==> src/rtl/alarm_timer_pkg.sv <==
// Shared definitions for the alarm timer and the downstream equation checker.
package alarm_timer_pkg;

    // Width of the timer value; also the width of the checker's OngoingTimer.
    localparam int unsigned TIMER_W = 7;

    // Alarm FSM state encoding.
    typedef enum logic [1:0] {
        IDLE    = 2'd0,
        ARMED   = 2'd1,
        RINGING = 2'd2,
        SOLVED  = 2'd3
    } state_t;

endpackage

==> src/rtl/alarm_timer_tick_prescaler.sv <==
// Divides the clock down to one tick every TICK_DIV enabled cycles.
// wrap_c lets the parent update its timer on the same edge that raises tick.
module tick_prescaler #(
    parameter int unsigned TICK_DIV = 50_000_000
) (
    input  logic Clock,
    input  logic Reset,
    input  logic enable,
    output logic tick,
    output logic wrap_c
);

    localparam int unsigned CNT_W = $clog2(TICK_DIV);
    localparam logic [CNT_W-1:0] LAST = CNT_W'(TICK_DIV - 1);

    logic [CNT_W-1:0] count;

    assign wrap_c = enable && (count == LAST);

    // Prescaler count and registered tick pulse; count frozen while disabled.
    always_ff @(posedge Clock) begin
        if (Reset) begin
            count <= '0;
            tick  <= 1'b0;
        end else begin
            tick <= wrap_c;
            if (wrap_c) begin
                count <= '0;
            end else if (enable) begin
                count <= count + CNT_W'(1);
            end
        end
    end

endmodule

==> src/rtl/alarm_timer.sv <==
// Alarm timer: keeps time, holds the alarm setpoint and raises AlarmRing
// until the equation checker reports a correct answer.
module alarm_timer
    import alarm_timer_pkg::*;
#(
    parameter int unsigned TICK_DIV  = 50_000_000,
    parameter int unsigned TIMER_MAX = 99
) (
    input  logic               Clock,
    input  logic               Reset,
    input  logic               Enable,
    input  logic               SetAlarm,
    input  logic               Disarm,
    input  logic [TIMER_W-1:0] AlarmIn,
    input  logic               Correct,
    output logic [TIMER_W-1:0] TimerOut,
    output logic               Tick,
    output logic               AlarmRing,
    output logic               Armed,
    output logic               SetErr
);

    localparam logic [TIMER_W-1:0] TMAX = TIMER_W'(TIMER_MAX);

    logic               wrap_c;
    logic               alarm_ok_c;
    state_t             state;
    logic [TIMER_W-1:0] alarm_reg;

    assign alarm_ok_c = (AlarmIn <= TMAX);

    tick_prescaler #(
        .TICK_DIV (TICK_DIV)
    ) u_prescaler (
        .Clock  (Clock),
        .Reset  (Reset),
        .enable (Enable),
        .tick   (Tick),
        .wrap_c (wrap_c)
    );

    // Timer advances once per prescaler wrap and rolls over after TIMER_MAX.
    always_ff @(posedge Clock) begin
        if (Reset) begin
            TimerOut <= '0;
        end else if (wrap_c) begin
            TimerOut <= (TimerOut == TMAX) ? '0 : TimerOut + TIMER_W'(1);
        end
    end

    // Alarm FSM with registered outputs; Disarm beats SetAlarm beats Correct/match.
    always_ff @(posedge Clock) begin
        if (Reset) begin
            state     <= IDLE;
            alarm_reg <= '0;
            AlarmRing <= 1'b0;
            Armed     <= 1'b0;
            SetErr    <= 1'b0;
        end else begin
            SetErr <= SetAlarm && !alarm_ok_c && !Disarm;
            if (Disarm) begin
                state     <= IDLE;
                AlarmRing <= 1'b0;
                Armed     <= 1'b0;
            end else if (SetAlarm && alarm_ok_c) begin
                alarm_reg <= AlarmIn;
                state     <= ARMED;
                AlarmRing <= 1'b0;
                Armed     <= 1'b1;
            end else begin
                case (state)
                    ARMED: begin
                        if (TimerOut == alarm_reg) begin
                            state     <= RINGING;
                            AlarmRing <= 1'b1;
                            Armed     <= 1'b0;
                        end
                    end
                    RINGING: begin
                        if (Correct) begin
                            state     <= SOLVED;
                            AlarmRing <= 1'b0;
                        end
                    end
                    SOLVED: begin
                        // Wait until the matching unit has passed so it does not retrigger.
                        if (TimerOut != alarm_reg) begin
                            state <= ARMED;
                            Armed <= 1'b1;
                        end
                    end
                    default: begin
                        state     <= IDLE;
                        AlarmRing <= 1'b0;
                        Armed     <= 1'b0;
                    end
                endcase
            end
        end
    end

endmodule
==> config.mk <==
export PLATFORM = sky130hd
export DESIGN_NAME = alarm_timer
export DESIGN_NICKNAME = d
export VERILOG_FILES = /design/src/rtl/alarm_timer_pkg.sv /design/src/rtl/alarm_timer_tick_prescaler.sv /design/src/rtl/alarm_timer.sv
export SDC_FILE = /design/constraint.sdc
export NUM_CORES = 1
export LEC_CHECK = 0
export CORE_MARGIN = 3
export CORE_UTILIZATION = 25
export DETAILED_ROUTE_END_ITERATION = 8
export GPL_ROUTABILITY_DRIVEN = 0
export PLACE_DENSITY = 0.4
export RECOVER_POWER = 100
export SLEW_MARGIN = 5
export SYNTH_ARGS = -nofsm -noshare
export SYNTH_HDL_FRONTEND = slang
export SYNTH_HIERARCHICAL = 1
export SYNTH_SLANG_ARGS = --single-unit
==> constraint.sdc <==
create_clock -name Clock -period 2.9 [get_ports Clock]
set_input_delay 0.58 -clock Clock [delete_from_list [all_inputs] [get_ports Clock]]
set_output_delay 0.58 -clock Clock [all_outputs]
set_load 0.05 [all_outputs]
==> results of run 1 <==
==> cell type report <==
class                      instances  area [sq um]  share of cell area, %
clock buffer                       7         76.32                  2.848
inverter                           8         30.03                  1.120
multi-input combinational        192          1231                  45.94
sequential                        46         920.9                  34.36
tap                              105         131.4                  4.902
timing repair buffer              32         290.3                  10.83
==> report_power, final <==
part / switching (W) / internal (W) / total, W
Clock: 0.000213 / 0.000167 / 0.000380
Combinational: 0.0000418 / 0.0000408 / 0.0000826
Sequential: 0.00000905 / 0.000640 / 0.000649
==> cell usage in the layout (no fill, tap or decap), types with 2 or more instances in the layout <==
cell,instances
o21ai_0,15
nand3_2,2
buf_4,7
a21oi_1,17
nand3_1,6
mux2i_1,9
xnor2_1,10
ha_1,6
a311oi_1,2
or3_1,11
dfxtp_1,46
and3_1,2
nor4b_1,2
clkbuf_8,5
inv_1,8
or4_1,7
o31ai_1,5
nand2_1,22
clkdlybuf4s50_1,10
nand4_1,11
dlygate4sd3_1,13
nor3_1,5
xor2_1,12
or4_4,2
clkbuf_1,4
nor2_1,30
nor4_1,3
==> path summary, 6_finish.rpt <==
kind	from	end	slack (ns)	cells after the start
setup / recovery	Enable	u_prescaler/count[20]	0.44	5
hold / removal	AlarmRing	AlarmRing	0.48	1
setup reg to reg	u_prescaler/count[23]	TimerOut[5]	0.60	8
hold reg to reg	AlarmRing	AlarmRing	0.48	1
==> stage by stage <==
stage | instances | area [sq um] | setup WS, ns | hold slack (ns) | utilization [%]
after floorplan | 254 | 2228 | 0.4564 | 0.4471 | -
after global placement | 383 | 2633 | 0.1893 | 0.4637 | 31.25
after detailed placement | 383 | 2633 | 0.2047 | 0.4714 | 31.25
after CTS | 390 | 2709 | 0.5055 | 0.4977 | 32.16
after global routing | 390 | 2680 | 0.2262 | 0.5123 | 31.82
final | 390 | 2680 | 0.4359 | 0.4754 | 31.82
==> worst reg2reg max path, stage by stage (launching register included) <==
cell and delay (ns):
dfxtp_1 0.42, nor4bb_1 0.31, nand4_1 0.19, nor4_1 0.36
buf_4 0.22, nand4_1 0.09, o41ai_1 0.35, buf_4 0.22
a21oi_1 0.04
==> logic make-up (layout without fill, tap and decap cells) <==
group / after synthesis / in the layout / share of synthesized area [%]
simple gates: 110 / 110 / 27.18
flops: 46 / 46 / 41.32
compound gates: 45 / 45 / 12.47
xor+xnor: 22 / 22 / 8.647
buf+inv: 16 / 47 / 2.976
mux: 9 / 9 / 4.043
fa+ha+maj: 6 / 6 / 3.369
==> layer usage <==
metal | vias up | track usage (%) | wire length (um)
met5 | - | 0 | 0
met4 | 0 | 2.798 | 43
met3 | 5 | 2.919 | 203
met2 | 36 | 15.44 | 2168
met1 | 862 | 15.72 | 2656
li1 | 973 | - | -
==> impl_metrics.tcl, run 1 <==
set metrics [dict create \
    synth-main-ff-cell "dfxtp_1" \
    synth_most_common_cell "dfxtp_1" \
    gr-total-overflow 0 \
    status "completed" \
    grt_first_pass_wirelength_um 8859 \
    post-dp-hpwl_um 3791 \
    tightestPinTransition_ns 0.7882 \
    skew_ns 0.004879 \
    crit_buf_inv 1 \
    diodes 0 \
    core_area_sq_um 8423 \
    drv_cap 0 \
    netlist_top_cells_area "dfxtp_1, nor2_1, xor2_1" \
    clk_pin_slew_ns 0.09 \
    rsz0062_at_grt "no" \
    synth_cells 254 \
    clock_sinks 46 \
    root_buffer "clkbuf_8" \
    power_density_nw_per_um2 414.9 \
    power.leakage_nw 0.9559 \
    grt_util_all_layers_pct 10.74 \
    drive_gt1_share_pct 7.368 \
    synth_area_sq_um 2228 \
    hp-class "register to register" \
    yosysSeqAreaShare_pct 41.33 \
    antenna_found_initial 0 \
    report.power.total_w 0.001112 \
    fin_crit_sh_pct 84.97 \
    crit_chain "dlygate4sd3_1 > nand4_1 > or4_4 > or4_1 > a21oi_1" \
    cpPeakStageDelay_ns 0.65 \
    grt_pass1_vias 1810 \
    h-tree-depth 2 \
    port_buffers 23 \
    largest_register_ffs 26 \
    ant_nets 0 \
    drt_iter0_markers 77 \
    synth.distinct_cells 40 \
    worstSetupEndpointType "register" \
    setup-tns-final_ns 0 \
    die-area_sq_um 10080 \
    avgRoutedWirePerCell_um 13.01 \
    setup-violations-final 0 \
    yosysWarningCount 6 \
    grt_max_degree 14 \
    rows 33 \
    syn_nets 273 \
    fin_crit_ns 2.464 \
    max_slew_margin_pct 46.88 \
    ys_top_cells_by_count "dfxtp_1, nor2_1, nand2_1" \
    avgSynthCellArea_sq_um 8.773 \
    nFillCells 918 \
    via_per_inst 4.810 \
    arrival_ns 2.69 \
    cts_made_buffers 5 \
    path_class "input pin to register" \
    hold_viol_final 0 \
    finalMaxSlewViolations 0 \
    async_flop_share_pct 0 \
    post-cts-setup-buffer-count 0 \
    initial_core_util_pct 26.46 \
    wl_um 5073 \
    critPathTopFamily "simple AND/OR/NAND/NOR gates" \
    die_x_um 100.4 \
    die_h_um 100.4 \
    vdd_drop_max_mv 0.1516 \
    cp-start-kind "input pin" \
    drcViolationCount 0 \
    vias 1876 \
    syn2layout_area_growth_pct 20.27 \
    max_freq_ghz 0.4058 \
    num-nets-final 304 \
    ctsLongestPathBuffers 2 \
    clk_latency_ns 0.29 \
    drtPass1Iterations 4 \
    synth-seq-cells 46 \
    cts_tree "yes" \
    cp_slowest_cell "or4_4" \
    cts_resized 0 \
    synth_largest_area_cell "dfxtp_1" \
    hold_buffers 0 \
    worstPathMaxFanout 13 \
    synth_top_area_share_pct 41.33 \
    synth_edf_count 0 \
    ios 24 \
    required_ns 3.13 \
]
No activity file was read; power rests on OpenSTA's default activity.
==> inputs of run 2 (changes only) <==
--- a/config.mk
+++ b/config.mk
@@ -9,7 +9,7 @@
 export CORE_UTILIZATION = 25
 export DETAILED_ROUTE_END_ITERATION = 8
 export GPL_ROUTABILITY_DRIVEN = 0
-export PLACE_DENSITY = 0.4
+export PLACE_DENSITY = 0.41
 export RECOVER_POWER = 100
 export SLEW_MARGIN = 5
 export SYNTH_ARGS = -nofsm -noshare
==> constraint.sdc (replaced) <==
create_clock -name Clock -period 2.1 [get_ports Clock]
set_input_delay 0.42 -clock Clock [delete_from_list [all_inputs] [get_ports Clock]]
set_output_delay 0.42 -clock Clock [all_outputs]
set_load 0.05 [all_outputs]
==> impl_metrics.tcl, run 2 (synthesis results as in run 1) <==
set metrics [dict create \
    fin_crit_sh_pct 96.33 \
    cpPeakStageDelay_ns 0.34 \
    grt_first_pass_wirelength_um 9446 \
    h-tree-depth 2 \
    drcViolationCount 0 \
    rows 33 \
    finalHoldWorstSlack_ns 0.4739 \
    drive_gt1_share_pct 24.21 \
    avgRoutedWirePerCell_um 12.66 \
    post-dp-hpwl_um 3994 \
    clock_sinks 46 \
    status "completed" \
    report.power.total_w 0.001712 \
    drtPass1Iterations 6 \
    largest_register_ffs 26 \
    ctsLongestPathBuffers 2 \
    setup-violations-final 0 \
    vdd_drop_max_mv 0.3065 \
    final_util_pct 36.23 \
    cts_made_buffers 5 \
    finalMaxSlewViolations 0 \
    power.leakage_nw 1.159 \
    via_per_inst 4.754 \
    ant_nets 0 \
    hp-class "register to register" \
    r2r_start "u_prescaler/count[18]" \
    wl_um 5356 \
    antenna_found_initial 0 \
    skew_ns 0.009117 \
    syn2layout_area_growth_pct 36.95 \
    die_x_um 100.4 \
    root_buffer "clkbuf_8" \
    regArea_sq_um 929.6 \
    drt_iter0_markers 63 \
    tightestPinTransition_ns 0.6200 \
    num-nets-final 337 \
    vias 2011 \
    worstPathMaxFanout 7 \
    clk_latency_ns 0.30 \
    crit_path_end "TimerOut[0]" \
    cp_slowest_cell "dfxtp_2" \
    worstSetupEndpointType "register" \
    drv_cap 0 \
    final_common_cell "buf_4" \
    cp-start-kind "register" \
    path_class "register to register" \
    port_buffers 23 \
    initial_core_util_pct 26.46 \
    rsz0062_at_grt "yes" \
    crit_chain "nor4bb_4 > nand4_1 > nor4_2 > buf_4 > nand4_1 > o41ai_2 > buf_4 > nor2_1" \
    nFillCells 895 \
    rr_endpoint "TimerOut[0]" \
    clk_pin_slew_ns 0.09 \
    arrival_ns 2.22 \
    cts_tree "yes" \
    grt_util_all_layers_pct 11.54 \
    cp-startpoint "u_prescaler/count[18]" \
    ff2ff_setup_slack_ns 0.08 \
    hold_depth 1 \
    power_density_nw_per_um2 561.1 \
    die-area_sq_um 10080 \
    grt_max_degree 25 \
    setup-tns-final_ns 0 \
    ios 24 \
    diodes 0 \
    multi_input_area_sq_um 1303 \
    post-route-cell-area_sq_um 3052 \
    hold_buffers 0 \
    final_cell_mix "buf_4, dfxtp_1, nor2_1" \
    fin_crit_ns 2.023 \
    max_slew_margin_pct 58.85 \
    grt_pass1_vias 2018 \
    gr-total-overflow 0 \
    max_freq_ghz 0.4943 \
    place_area_sq_um 2882 \
    hold_viol_final 0 \
    core_area_sq_um 8423 \
    die_h_um 100.4 \
    reg2reg_depth 8 \
    required_ns 2.30 \
]
-- run 2: layer usage --
metal  vias up  part of all wire, %  track usage [%]
met1       930                   49            14.86
met5         -                    0                0
met4         0                 0.86            2.073
li1       1044                    -                -
met2        30                   47            19.11
met3         7                  3.8            3.683
-- run 2: repair_timing --
item | 4_1_cts | 5_1_grt
endpoints found under the setup margin | 8 | 14
endpoints found under the hold margin | 0 | 0
setup buffers | 0 | 2
pin swaps | 0 | 4
resized for setup | 2 | 12
-- run 2: critical path, delay by kind of cell, from the launching register on --
family / cells / cell delay (ns)
AND/OR/NAND/NOR: 5 / 0.90
flip-flops: 1 / 0.34
buffers and inverters: 2 / 0.37
AO/OA/AOI/OAI: 1 / 0.31
-- run 2: report_power, final --
group | total (W) | switching, W | internal, W
clock network | 0.000684 | 0.000303 | 0.000381
logic | 0.000135 | 0.0000657 | 0.0000692
registers | 0.000893 | 0.00000855 | 0.000885
total | 0.00171 | 0.000377 | 0.00133
-- run 2: layout make-up --
type,count,share of cell area (%)
Multi-Input combinational cell,192,42.68
Inverter,8,0.9840
Tap cell,105,4.305
Clock buffer,6,2.706
Timing Repair Buffer,65,17.88
Clock inverter,1,0.9840
Sequential cell,46,30.46
-- run 2: worst min path at each step --
stage                                     start               endpoint  slack (ns)
after CTS                             AlarmRing              AlarmRing        0.48
final                                 AlarmRing              AlarmRing        0.47
after detailed placement              AlarmRing              AlarmRing        0.46
after floorplan           u_prescaler/count[25]  u_prescaler/count[25]        0.45
after global placement                AlarmRing              AlarmRing        0.45
after global routing                  AlarmRing              AlarmRing        0.50
-- run 2: through the flow --
stage | worst slack [ns] | cells
CTS | 0.001968 | 421
global placement | -0.3098 | 414
finish | 0.07710 | 423
detailed placement | -0.3349 | 414
global route | -0.09802 | 423
floorplan | -0.03139 | 254
